### src/rtl/noc_pkg.sv
// noc_pkg: shared packet layout, FSM state type and header decode helpers
// for the NoC ingress buffer.
package noc_pkg;
    localparam int PKT_W   = 13;
    localparam int PORT_HI = 12;
    localparam int PORT_LO = 11;
    localparam int TYPE_HI = 10;
    localparam int TYPE_LO = 9;
    localparam logic [1:0] TYPE_RSVD = 2'b11;

    typedef enum logic [1:0] {IDLE, DECODE, WAIT_AVAIL, SEND} ingress_state_t;

    function automatic logic [1:0] pkt_type(input logic [PKT_W-1:0] p);
        return p[TYPE_HI:TYPE_LO];
    endfunction

    function automatic logic [1:0] pkt_port(input logic [PKT_W-1:0] p);
        return p[PORT_HI:PORT_LO];
    endfunction
endpackage

### src/rtl/noc_sync_fifo.sv
// noc_sync_fifo: single-clock power-of-two FIFO with count/full/empty;
// pushes when full and pops when empty are ignored.
module noc_sync_fifo #(
    parameter int DEPTH = 4,
    parameter int WIDTH = 13
) (
    input  logic                     clk,
    input  logic                     reset,
    input  logic                     i_push,
    input  logic [WIDTH-1:0]         i_data,
    input  logic                     i_pop,
    output logic [WIDTH-1:0]         o_data,
    output logic [$clog2(DEPTH):0]   o_count,
    output logic                     o_full,
    output logic                     o_empty
);
    localparam int AW = $clog2(DEPTH);

    logic [WIDTH-1:0] r_mem [DEPTH];
    logic [AW-1:0]    r_wr_ptr;
    logic [AW-1:0]    r_rd_ptr;
    logic [AW:0]      r_count;
    logic             w_push;
    logic             w_pop;

    assign o_full  = r_count == (AW+1)'(DEPTH);
    assign o_empty = r_count == '0;
    assign o_count = r_count;
    assign o_data  = r_mem[r_rd_ptr];
    assign w_push  = i_push && !o_full;
    assign w_pop   = i_pop && !o_empty;

    // Pointers wrap naturally because DEPTH is a power of two.
    always_ff @(posedge clk or negedge reset) begin
        if (!reset) begin
            r_wr_ptr <= '0;
            r_rd_ptr <= '0;
            r_count  <= '0;
        end else begin
            if (w_push) r_wr_ptr <= r_wr_ptr + 1'b1;
            if (w_pop) r_rd_ptr <= r_rd_ptr + 1'b1;
            r_count <= r_count + (AW+1)'(w_push) - (AW+1)'(w_pop);
        end
    end

    always_ff @(posedge clk) begin
        if (w_push) r_mem[r_wr_ptr] <= i_data;
    end
endmodule

### src/rtl/noc_ingress_buffer.sv
// noc_ingress_buffer: queues ingress packets, drops reserved-type ones and
// hands the rest to the router with a request/available/ack handshake.
module noc_ingress_buffer #(
    parameter int DEPTH      = 4,
    parameter int PKT_W      = noc_pkg::PKT_W,
    parameter int DROP_CNT_W = 8
) (
    input  logic                  clk,
    input  logic                  reset,
    input  logic [PKT_W-1:0]      packet,
    input  logic                  valid,
    output logic                  ready,
    input  logic                  router_available,
    input  logic                  router_ack,
    output logic                  route_req,
    output logic [PKT_W-1:0]      out_packet,
    output logic [1:0]            out_port,
    output logic                  buffer_full,
    output logic [DROP_CNT_W-1:0] drop_count
);
    import noc_pkg::*;

    ingress_state_t           r_state;
    logic [PKT_W-1:0]         r_hold;
    logic                     r_route_req;
    logic [PKT_W-1:0]         r_out_packet;
    logic [1:0]               r_out_port;
    logic [DROP_CNT_W-1:0]    r_drop_count;
    logic [PKT_W-1:0]         w_head;
    logic [$clog2(DEPTH):0]   w_count;
    logic                     w_full;
    logic                     w_empty;
    logic                     w_pop;

    assign ready       = w_count != ($clog2(DEPTH)+1)'(DEPTH);
    assign buffer_full = w_full;
    assign route_req   = r_route_req;
    assign out_packet  = r_out_packet;
    assign out_port    = r_out_port;
    assign drop_count  = r_drop_count;
    assign w_pop       = (r_state == IDLE) && !w_empty;

    noc_sync_fifo #(.DEPTH(DEPTH), .WIDTH(PKT_W)) u_fifo (
        .clk     (clk),
        .reset   (reset),
        .i_push  (valid),
        .i_data  (packet),
        .i_pop   (w_pop),
        .o_data  (w_head),
        .o_count (w_count),
        .o_full  (w_full),
        .o_empty (w_empty)
    );

    always_ff @(posedge clk or negedge reset) begin
        if (!reset) begin
            r_state      <= IDLE;
            r_hold       <= '0;
            r_route_req  <= 1'b0;
            r_out_packet <= '0;
            r_out_port   <= '0;
            r_drop_count <= '0;
        end else begin
            case (r_state)
                IDLE: if (!w_empty) begin
                    r_hold  <= w_head;
                    r_state <= DECODE;
                end
                DECODE: if (pkt_type(r_hold) == TYPE_RSVD) begin
                    if (r_drop_count != '1) r_drop_count <= r_drop_count + 1'b1;
                    r_state <= IDLE;
                end else begin
                    r_out_port   <= pkt_port(r_hold);
                    r_out_packet <= r_hold;
                    r_state      <= WAIT_AVAIL;
                end
                WAIT_AVAIL: if (router_available) begin
                    r_route_req <= 1'b1;
                    r_state     <= SEND;
                end
                // Only the ack ends a transfer; availability is not re-checked here.
                SEND: if (router_ack) begin
                    r_route_req <= 1'b0;
                    r_state     <= IDLE;
                end
            endcase
        end
    end
endmodule
### config.mk
export PLATFORM = sky130hd
export DESIGN_NAME = noc_ingress_buffer
export DESIGN_NICKNAME = d
export VERILOG_FILES = /design/src/rtl/noc_pkg.sv /design/src/rtl/noc_sync_fifo.sv /design/src/rtl/noc_ingress_buffer.sv
export SDC_FILE = /design/constraint.sdc
export NUM_CORES = 1
export LEC_CHECK = 0
export CAP_MARGIN = 20
export CORE_ASPECT_RATIO = 1.2
export CORE_MARGIN = 3
export CORE_UTILIZATION = 50
export DETAILED_ROUTE_END_ITERATION = 16
export PLACE_DENSITY = 0.72
export SETUP_SLACK_MARGIN = 0.2
export SLEW_MARGIN = 10
export SYNTH_ARGS = -nofsm -noshare
export SYNTH_HDL_FRONTEND = slang
export SYNTH_SLANG_ARGS = --single-unit
### constraint.sdc
create_clock -name clk -period 6.4 [get_ports clk]
set_clock_uncertainty 0.05 [all_clocks]
set_input_delay 1.28 -clock clk [delete_from_list [all_inputs] [get_ports clk]]
set_output_delay 1.28 -clock clk [all_outputs]
set_load 0.05 [all_outputs]
==> impl_metrics.yaml, run 1 <==
worst_setup_path:
  cp.arrival_ns: 1.87
  worst-setup-path-type: "flop to output port"
  cp_max_fo: 7
  critPathLaunch: "u_fifo.o_count[1]"
  rr_worst_depth: 8
  cp.required_ns: 5.07
  r2r-end: "u_fifo.o_count[2]"
  r2r_slack_ns: 3.97
  setup.worst_path.end: "buffer_full"
  cp-start-kind: "flop"
  r2r-start: "r_state[0]"
  crit_path_end_kind: "output port"
yosys:
  yosysWarnings: 0
  avgSynthCellArea_um2: 17.3
  yosys.area.top_type_share: 0.410
  ys_types: 34
  synthTopCellsByArea: "edfxtp_1 41%, dfrtp_1 29%, mux2_2 8.3%"
  synth_common_cells: "52 x edfxtp_1, 44 x dfrtp_1, 28 x mux2_2"
  synth-edff-count: 52
  synthesis.instances: 220
  synth_ff_type: "edfxtp_1"
  synthArstFlopShare: 0.458
  syn_area_mm2: 0.00381
  synth_seq_cells: 96
  synth_most_common_cell: "edfxtp_1"
  syn_nets: 246
  seq_area_frac_synth: 0.699
  yosys.area.top_type: "edfxtp_1"
floorplanning:
  fp-row-count: 34
  die_y_um: 102
  die_x_um: 85.7
  start_util: 0.520
  die_area_mm2: 0.00870
  fp.coreArea_mm2: 0.00732
  ios: 44
cts:
  path_clk_slew_ns: 0.09
  cts_hold_buf: 0
  clockRootBuffer: "clkbuf_8"
  post-cts-setup-buffers: 0
  numClockSinks: 96
  cts_made_buffers: 9
  htree_levels: 3
  clk_latency_ns: 0.34
  cts_tree: "done"
  cts_buffer_depth: 2
  post_cts_resize_count: 0
detailed_routing:
  vias_per_cell: 5.34
  ant_nets: 0
  drtPass1Iterations: 4
  wl_um: 6230
  via_count: 1940
  route.detailed.drc: 0
  wl_per_cell_um: 17.2
  drt_iter0_drc: 123
timing:
  worstMarginPinSlew_ns: 0.928
  drv_slew: 0
  fin_crit_sh: 0.499
  rsz0062_at_grt: "no"
  hold_viol_final: 0
  min_period_ns: 3.20
  finalSetupTns_ns: 0
  worst_slack_ns: 3.20
  setup_violations: 0
  hold_slack_ns: 0.458
  max_freq_ghz: 0.313
  slew_headroom: 0.381
layout:
  layout-drive-gt1-share: 0.223
  syn_to_final_growth_pct: 18.6
  fillerInstances: 565
  n_antenna_cell: 0
  nNetsFinal: 294
global_routing:
  grt.total_usage: 0.159
  grt_pass1_wl_um: 10400
  grt-ovfl-total: 0
  antenna_found_initial: 0
  grt_pass1_vias: 2044
  grt_max_degree: 45
power:
  leakagePower_nw: 1.73
  power_density_mw_per_mm2: 504
  power_mw: 2.28
  p_comb_frac: 0.388
  intPower_mw: 1.45
  ir_drop_mv: 0.358
  p_switching_uw: 824
  seqPwrFrac: 0.442
  pwr-share-clk: 0.170
  p_sw_frac: 0.362
placement:
  dp_hpwl_um: 4070
  routabilityCongestion: 0.757
  portBuffers: 43
  place_ws_ns: 3.39
hold_path:
  whs_path_depth: 1
  worstHoldStart: "r_hold[8]"
  worstHoldPathType: "flop to flop"
run:
  max_cap_viol_count: 0
run_status:
  status: "finished, final reports clean"
==> worst min path at each step <==
stage                     slack, ns       endpoint
final                          0.46      r_hold[8]
after global routing           0.48      r_hold[7]
after CTS                      0.46      r_hold[8]
after detailed placement       0.44      r_hold[8]
after global placement         0.43  out_packet[9]
after floorplan                0.43  out_packet[5]
==> cell families (layout without fill, tap and decap cells) <==
group                    count (synthesis)  count (layout)  synth area share
AO/OA/AOI/OAI                            6               6           0.00953
XOR/XNOR                                 7               7            0.0161
adder cells (fa/ha/maj)                  8               8            0.0283
buffers and inverters                   16              69            0.0210
flip-flops                              96              96             0.699
multiplexers                            44              44             0.168
AND/OR/NAND/NOR                         43              43            0.0578
==> layout make-up <==
class / instances / area, um2 / area share
Sequential cell: 96 / 2660 / 0.590
Multi-Input combinational cell: 108 / 1060 / 0.236
Timing Repair Buffer: 44 / 445 / 0.0986
Tap cell: 90 / 113 / 0.0249
Clock inverter: 5 / 55.1 / 0.0122
Inverter: 9 / 33.8 / 0.00748
Clock buffer: 11 / 141 / 0.0313
==> state kept, by name (all words and copies together), names as in the netlist, named ones only <==
name             count
drop_count           8
out_packet          13
r_hold              13
r_state              1
route_req            1
u_fifo.o_count       3
u_fifo.r_mem        52
u_fifo.r_rd_ptr      2
u_fifo.r_wr_ptr      2
==> worst max-delay path, cell delays in order, from the launching register on <==
cell and delay, ns:
dfrtp_1 0.41, nor2_1 0.10, nand2_1 0.15, inv_1 0.08, clkdlybuf4s50_1 0.79
==> cells in the final DEF, fill, tap and decap left out, types with 3 or more instances in the layout <==
master	instances
xnor2_1	6
nand3_1	3
clkdlybuf4s50_1	42
nand2_1	15
inv_1	8
edfxtp_1	52
nor2_1	9
mux2_2	28
and3_1	4
ha_1	7
clkbuf_8	10
mux4_2	13
dfrtp_1	44
==> metrics by stage <==
stage               cells  cell area (um2)   util
floorplan             220             3810      -
global route          363             4520  0.617
CTS                   362             4500  0.614
detailed placement    346             4300  0.588
global placement      346             4300  0.588
finish                363             4520  0.617
==> power by group through the flow <==
stage | registers, mW | clock network [mW] | logic [mW]
finish | 1.01 | 0.386 | 0.884
global placement | 1.02 | 0 | 0.881
floorplan | 1.15 | 0 | 0.513
CTS | 1.01 | 0.396 | 0.899
detailed placement | 1.03 | 0 | 0.896
global route | 1.04 | 0.424 | 0.955
==> metal layers <==
layer / wire [um] / track usage
met4: 68 / 0.0475
met2: 3170 / 0.269
met3: 218 / 0.0423
met5: 0 / 0
met1: 2780 / 0.203
Note: power is estimated with default switching activity, not from simulation.
==> run 2, diff against run 1 <==
Clock period 6.4 ns to 3.02 ns, I/O delays scaled along.
==> run 2 against run 1 <==
  * Sequential share of layout area down 0.44 points
  * Sequential power is 110% higher
  * Count of clock-buffer cells in the layout fell by 1
  * Combinational power grew 120%
  * Global-route usage fell by 0.090 points
==> impl_metrics.yaml, run 2 (synthesis results as in run 1) <==
power:
  leakagePower_nw: 1.75
  power_density_mw_per_mm2: 1070
  ir_drop_mv: 0.661
timing:
  slew_headroom: 0.513
  hold_viol_final: 0
  fin_crit_sh: 0.846
  max_freq_ghz: 0.391
  drv_slew: 0
  finalSetupTns_ns: 0
  setup_violations: 0
  min_period_ns: 2.55
  hold_slack_ns: 0.0521
  worstMarginPinSlew_ns: 0.730
  rsz0062_at_grt: "no"
worst_setup_path:
  crit_family: "buffers and inverters"
  critical_path_buf_inv_count: 2
  r2r_slack_ns: 0.85
  cp.depth: 4
  cp.arrival_ns: 1.90
  slowest_delay_ns: 0.79
  r2r-end: "u_fifo.o_count[2]"
  worst-setup-path-type: "flop to output port"
  rr_worst_depth: 8
  critPathLaunch: "u_fifo.o_count[0]"
  slowest_stage: "clkdlybuf4s50_1"
  cp_max_fo: 7
  r2r-start: "r_state[0]"
  cp-start-kind: "flop"
  setup.worst_path.end: "buffer_full"
  crit_path_end_kind: "output port"
  cp.required_ns: 2.37
  crit_chain: "nor2_1 -> nand2_1 -> inv_1 -> clkdlybuf4s50_1"
placement:
  dp_hpwl_um: 4150
  routabilityCongestion: 0.751
  placed_cell_area_mm2: 0.00434
  portBuffers: 43
global_routing:
  grt-ovfl-total: 0
  grt_max_degree: 45
  grt_pass1_wl_um: 10400
  grt.total_usage: 0.158
  grt_pass1_vias: 2035
  antenna_found_initial: 0
detailed_routing:
  ant_nets: 0
  drtPass1Iterations: 4
  drt_iter0_drc: 76
  wl_per_cell_um: 17.1
  vias_per_cell: 5.35
  wl_um: 6280
  route.detailed.drc: 0
  via_count: 1967
layout:
  n_antenna_cell: 0
  largest-register: "u_fifo.r_mem"
  seqCellArea_mm2: 0.00266
  final_cell_mix: "52 x edfxtp_1, 44 x dfrtp_1, 42 x clkdlybuf4s50_1, 28 x mux2_2, 15 x nand2_1"
  fillerInstances: 565
  syn_to_final_growth_pct: 19.5
  largest_reg_flops: 52
  nNetsFinal: 300
  postLayoutCellArea_mm2: 0.00455
  multi_input_area_mm2: 0.00106
  layout-drive-gt1-share: 0.237
  mostFrequentLayoutCell: "edfxtp_1"
floorplanning:
  die_area_mm2: 0.00870
  start_util: 0.520
  die_y_um: 102
  fp.coreArea_mm2: 0.00732
  fp-row-count: 34
  ios: 44
  die_x_um: 85.7
cts:
  post-cts-setup-buffers: 0
  post_cts_resize_count: 0
  numClockSinks: 96
  clockRootBuffer: "clkbuf_8"
  clk_latency_ns: 0.34
  cts_made_buffers: 9
  htree_levels: 3
  cts_tree: "done"
  path_clk_slew_ns: 0.09
  cts_buffer_depth: 2
  cts_hold_buf: 0
hold_path:
  worstHoldPathType: "input pin to async pin"
run_status:
  status: "finished, final reports clean"
run:
  max_cap_viol_count: 0
## run 2: per-stage QoR
stage	power (mW)	std cells	util	worst slack, ns
floorplan	3.52	220	-	0.757
global placement	4.06	352	0.594	0.712
detailed placement	4.12	352	0.594	0.628
CTS	4.92	367	0.619	0.440
global route	5.14	368	0.622	0.358
finish	4.85	368	0.622	0.466
## run 2: worst register-to-register path, delay by kind of cell (launching register included)
family | cells | cell delay, ns
adder cells (fa/ha/maj) | 3 | 0.68
flip-flops | 1 | 0.46
AND/OR/NAND/NOR | 1 | 0.44
XOR/XNOR | 2 | 0.34
buffers and inverters | 2 | 0.12
## run 2: metal layers
| metal | GRT usage | vias up | wire, um |
|---|---|---|---|
| li1 | - | 915 | - |
| met3 | 0.0407 | 2 | 235 |
| met4 | 0.0512 | 0 | 17 |
| met2 | 0.267 | 37 | 3270 |
| met1 | 0.201 | 1013 | 2750 |
| met5 | 0 | - | 0 |
## run 2: power by group
group	total (mW)	switching (mW)	internal [mW]
Combinational	1.96	1.08	0.886
Sequential	2.09	0.271	1.82
Clock	0.798	0.418	0.379
Total	4.85	1.77	3.09
## run 2: how the worst min path moves through the flow
| stage | depth (start not counted) | slack [ns] | from | endpoint |
|---|---|---|---|---|
| final | 1 | 0.05 | reset | out_packet[7] |
| after global routing | 1 | 0.05 | reset | r_hold[8] |
| after CTS | 1 | 0.41 | reset | out_packet[4] |
| after detailed placement | 1 | 0.44 | r_hold[4] | r_hold[4] |
| after global placement | 2 | 0.44 | out_packet[9] | out_packet[9] |
| after floorplan | 0 | 0.26 | reset | async pin |
## run 2: final cells by class
cell class              count  share of cell area
well taps                  90              0.0248
repair buffers             50               0.108
clock buffers              10              0.0281
flip-flops and latches     96               0.585
inverters                   9             0.00743
multi-input cells         108               0.234
clock inverters             5              0.0127
==> run 3, diff against run 2 <==
Clock period 3.02 ns to 2.35 ns, I/O delays scaled along.
==> run 3 against run 2 <==
  * Clock power is 39% higher
  * Highest routed layer unchanged
  * Cell area up 1.5%
  * Register-to-register slack got worse by 0.58 ns
  * Die area unchanged
  * Non-clock buffer count increased by 3
  * Via count grew 2.3%
  * Core utilization increased by 0.92 points
  * Critical endpoint is now u_fifo.o_count[2]
  * Largest power group unchanged
  * First-iteration DRC count up 26%
  * Final cell count rose by 1.1%
  * Combinational power up 33%
  * Setup slack lost 0.20 ns
==> impl_metrics.yaml, run 3 (synthesis results as in run 1) <==
run_status:
  status: "finished, final reports clean"
floorplanning:
  die_x_um: 85.7
  ios: 44
  fp.coreArea_mm2: 0.00732
  die_y_um: 102
  start_util: 0.520
  die_area_mm2: 0.00870
  fp-row-count: 34
layout:
  largest-register: "u_fifo.r_mem"
  postLayoutCellArea_mm2: 0.00462
  nNetsFinal: 303
  final_cells: 372
  n_antenna_cell: 0
  final_cell_mix: "52 x edfxtp_1, 43 x dfrtp_1, 32 x clkdlybuf4s50_1, 28 x mux2_2, 14 x nand2_1"
  mostFrequentLayoutCell: "edfxtp_1"
  layout-drive-gt1-share: 0.277
  final_util: 0.631
  syn_to_final_growth_pct: 21.3
  largest_reg_flops: 52
placement:
  portBuffers: 43
  routabilityCongestion: 0.788
  post-place-cells: 356
  placed_cell_area_mm2: 0.00439
  dp_hpwl_um: 4220
global_routing:
  grt_pass1_wl_um: 10900
  grt_pass1_vias: 2153
  grt_max_degree: 32
  antenna_found_initial: 0
  grt-ovfl-total: 0
  grt.total_usage: 0.166
timing:
  drv_slew: 0
  fin_crit_sh: 0.887
  max_freq_ghz: 0.480
  worstMarginPinSlew_ns: 0.718
  finalSetupTns_ns: 0
  hold_viol_final: 0
  min_period_ns: 2.08
  setup_violations: 0
  slew_headroom: 0.522
  rsz0062_at_grt: "yes"
cts:
  cts_tree: "done"
  numClockSinks: 96
  clockRootBuffer: "clkbuf_8"
  clk_latency_ns: 0.35
  cts_hold_buf: 0
  cts_made_buffers: 9
  path_clk_slew_ns: 0.10
  post_cts_resize_count: 3
  cts_buffer_depth: 2
  htree_levels: 3
  post-cts-setup-buffers: 0
power:
  pwr-share-clk: 0.173
  seqPwrFrac: 0.419
  p_switching_mw: 2.36
  p_sw_frac: 0.369
  intPower_mw: 4.04
  ir_drop_mv: 0.718
  power_density_mw_per_mm2: 1390
  leakagePower_nw: 1.89
  p_comb_frac: 0.408
worst_setup_path:
  cp.arrival_ns: 2.27
  cp.required_ns: 2.54
  cp_max_fo: 3
  cp-start-kind: "flop"
  worst-setup-path-type: "flop to flop"
  crit_path_end_kind: "flop"
hold_path:
  worstHoldPathType: "input pin to async pin"
run:
  max_cap_viol_count: 0
detailed_routing:
  via_count: 2012
  route.detailed.drc: 0
  drt_iter0_drc: 96
  vias_per_cell: 5.41
  ant_nets: 0
  drtPass1Iterations: 4
  wl_um: 6500
  wl_per_cell_um: 17.5
run 3: final cells by class:
type	instances	area (um2)
clock inverters	7	88.8
well taps	90	113
flip-flops and latches	96	2660
inverters	9	36.3
multi-input cells	108	1080
fillers	556	2700
repair buffers	53	509
clock buffers	9	124
run 3: power groups by stage:
stage / registers, mW / clock network (mW) / logic [mW]
after floorplan: 3.13 / 0 / 1.43
after global placement: 2.70 / 0 / 2.56
after detailed placement: 2.72 / 0 / 2.62
after CTS: 2.68 / 1.15 / 2.63
after global routing: 2.75 / 1.22 / 2.80
final: 2.68 / 1.11 / 2.61
run 3: metal layers:
layer | up-vias | GRT usage | part of all wire
li1 | 926 | - | -
met1 | 1038 | 0.195 | 0.41
met2 | 44 | 0.297 | 0.54
met3 | 4 | 0.0415 | 0.042
met4 | 0 | 0.0585 | 0.0048
met5 | - | 0 | 0
run 3: final timing paths:
path	startpoint	to	slack [ns]	depth (start not counted)
max	u_fifo.o_count[0]	u_fifo.o_count[2]	0.27	9
min	reset	drop_count[6]	0.11	1
max reg2reg	u_fifo.o_count[0]	u_fifo.o_count[2]	0.27	9
min reg2reg	r_hold[3]	r_hold[3]	0.46	1
max in group asynchronous	reset	r_hold[11]	1.53	2
min in group clk	r_hold[3]	r_hold[3]	0.46	1
run 3: critical path, cell delays in order, from the launching register on:
cell and delay, ns:
dfrtp_1 0.40, nor3_1 0.21, or3_4 0.19, inv_4 0.03
ha_1 0.25, inv_1 0.04, ha_1 0.19, fa_2 0.35
xnor2_2 0.14, xnor2_1 0.12
run 3: stage by stage:
step           setup WS, ns  hold slack (ns)  power, mW
2_1_floorplan         0.216            0.124       4.56
3_3_place_gp          0.219            0.436       5.26
3_5_place_dp          0.195            0.442       5.34
4_1_cts               0.205            0.131       6.46
5_1_grt               0.143            0.148       6.78
6_report              0.265            0.109       6.40
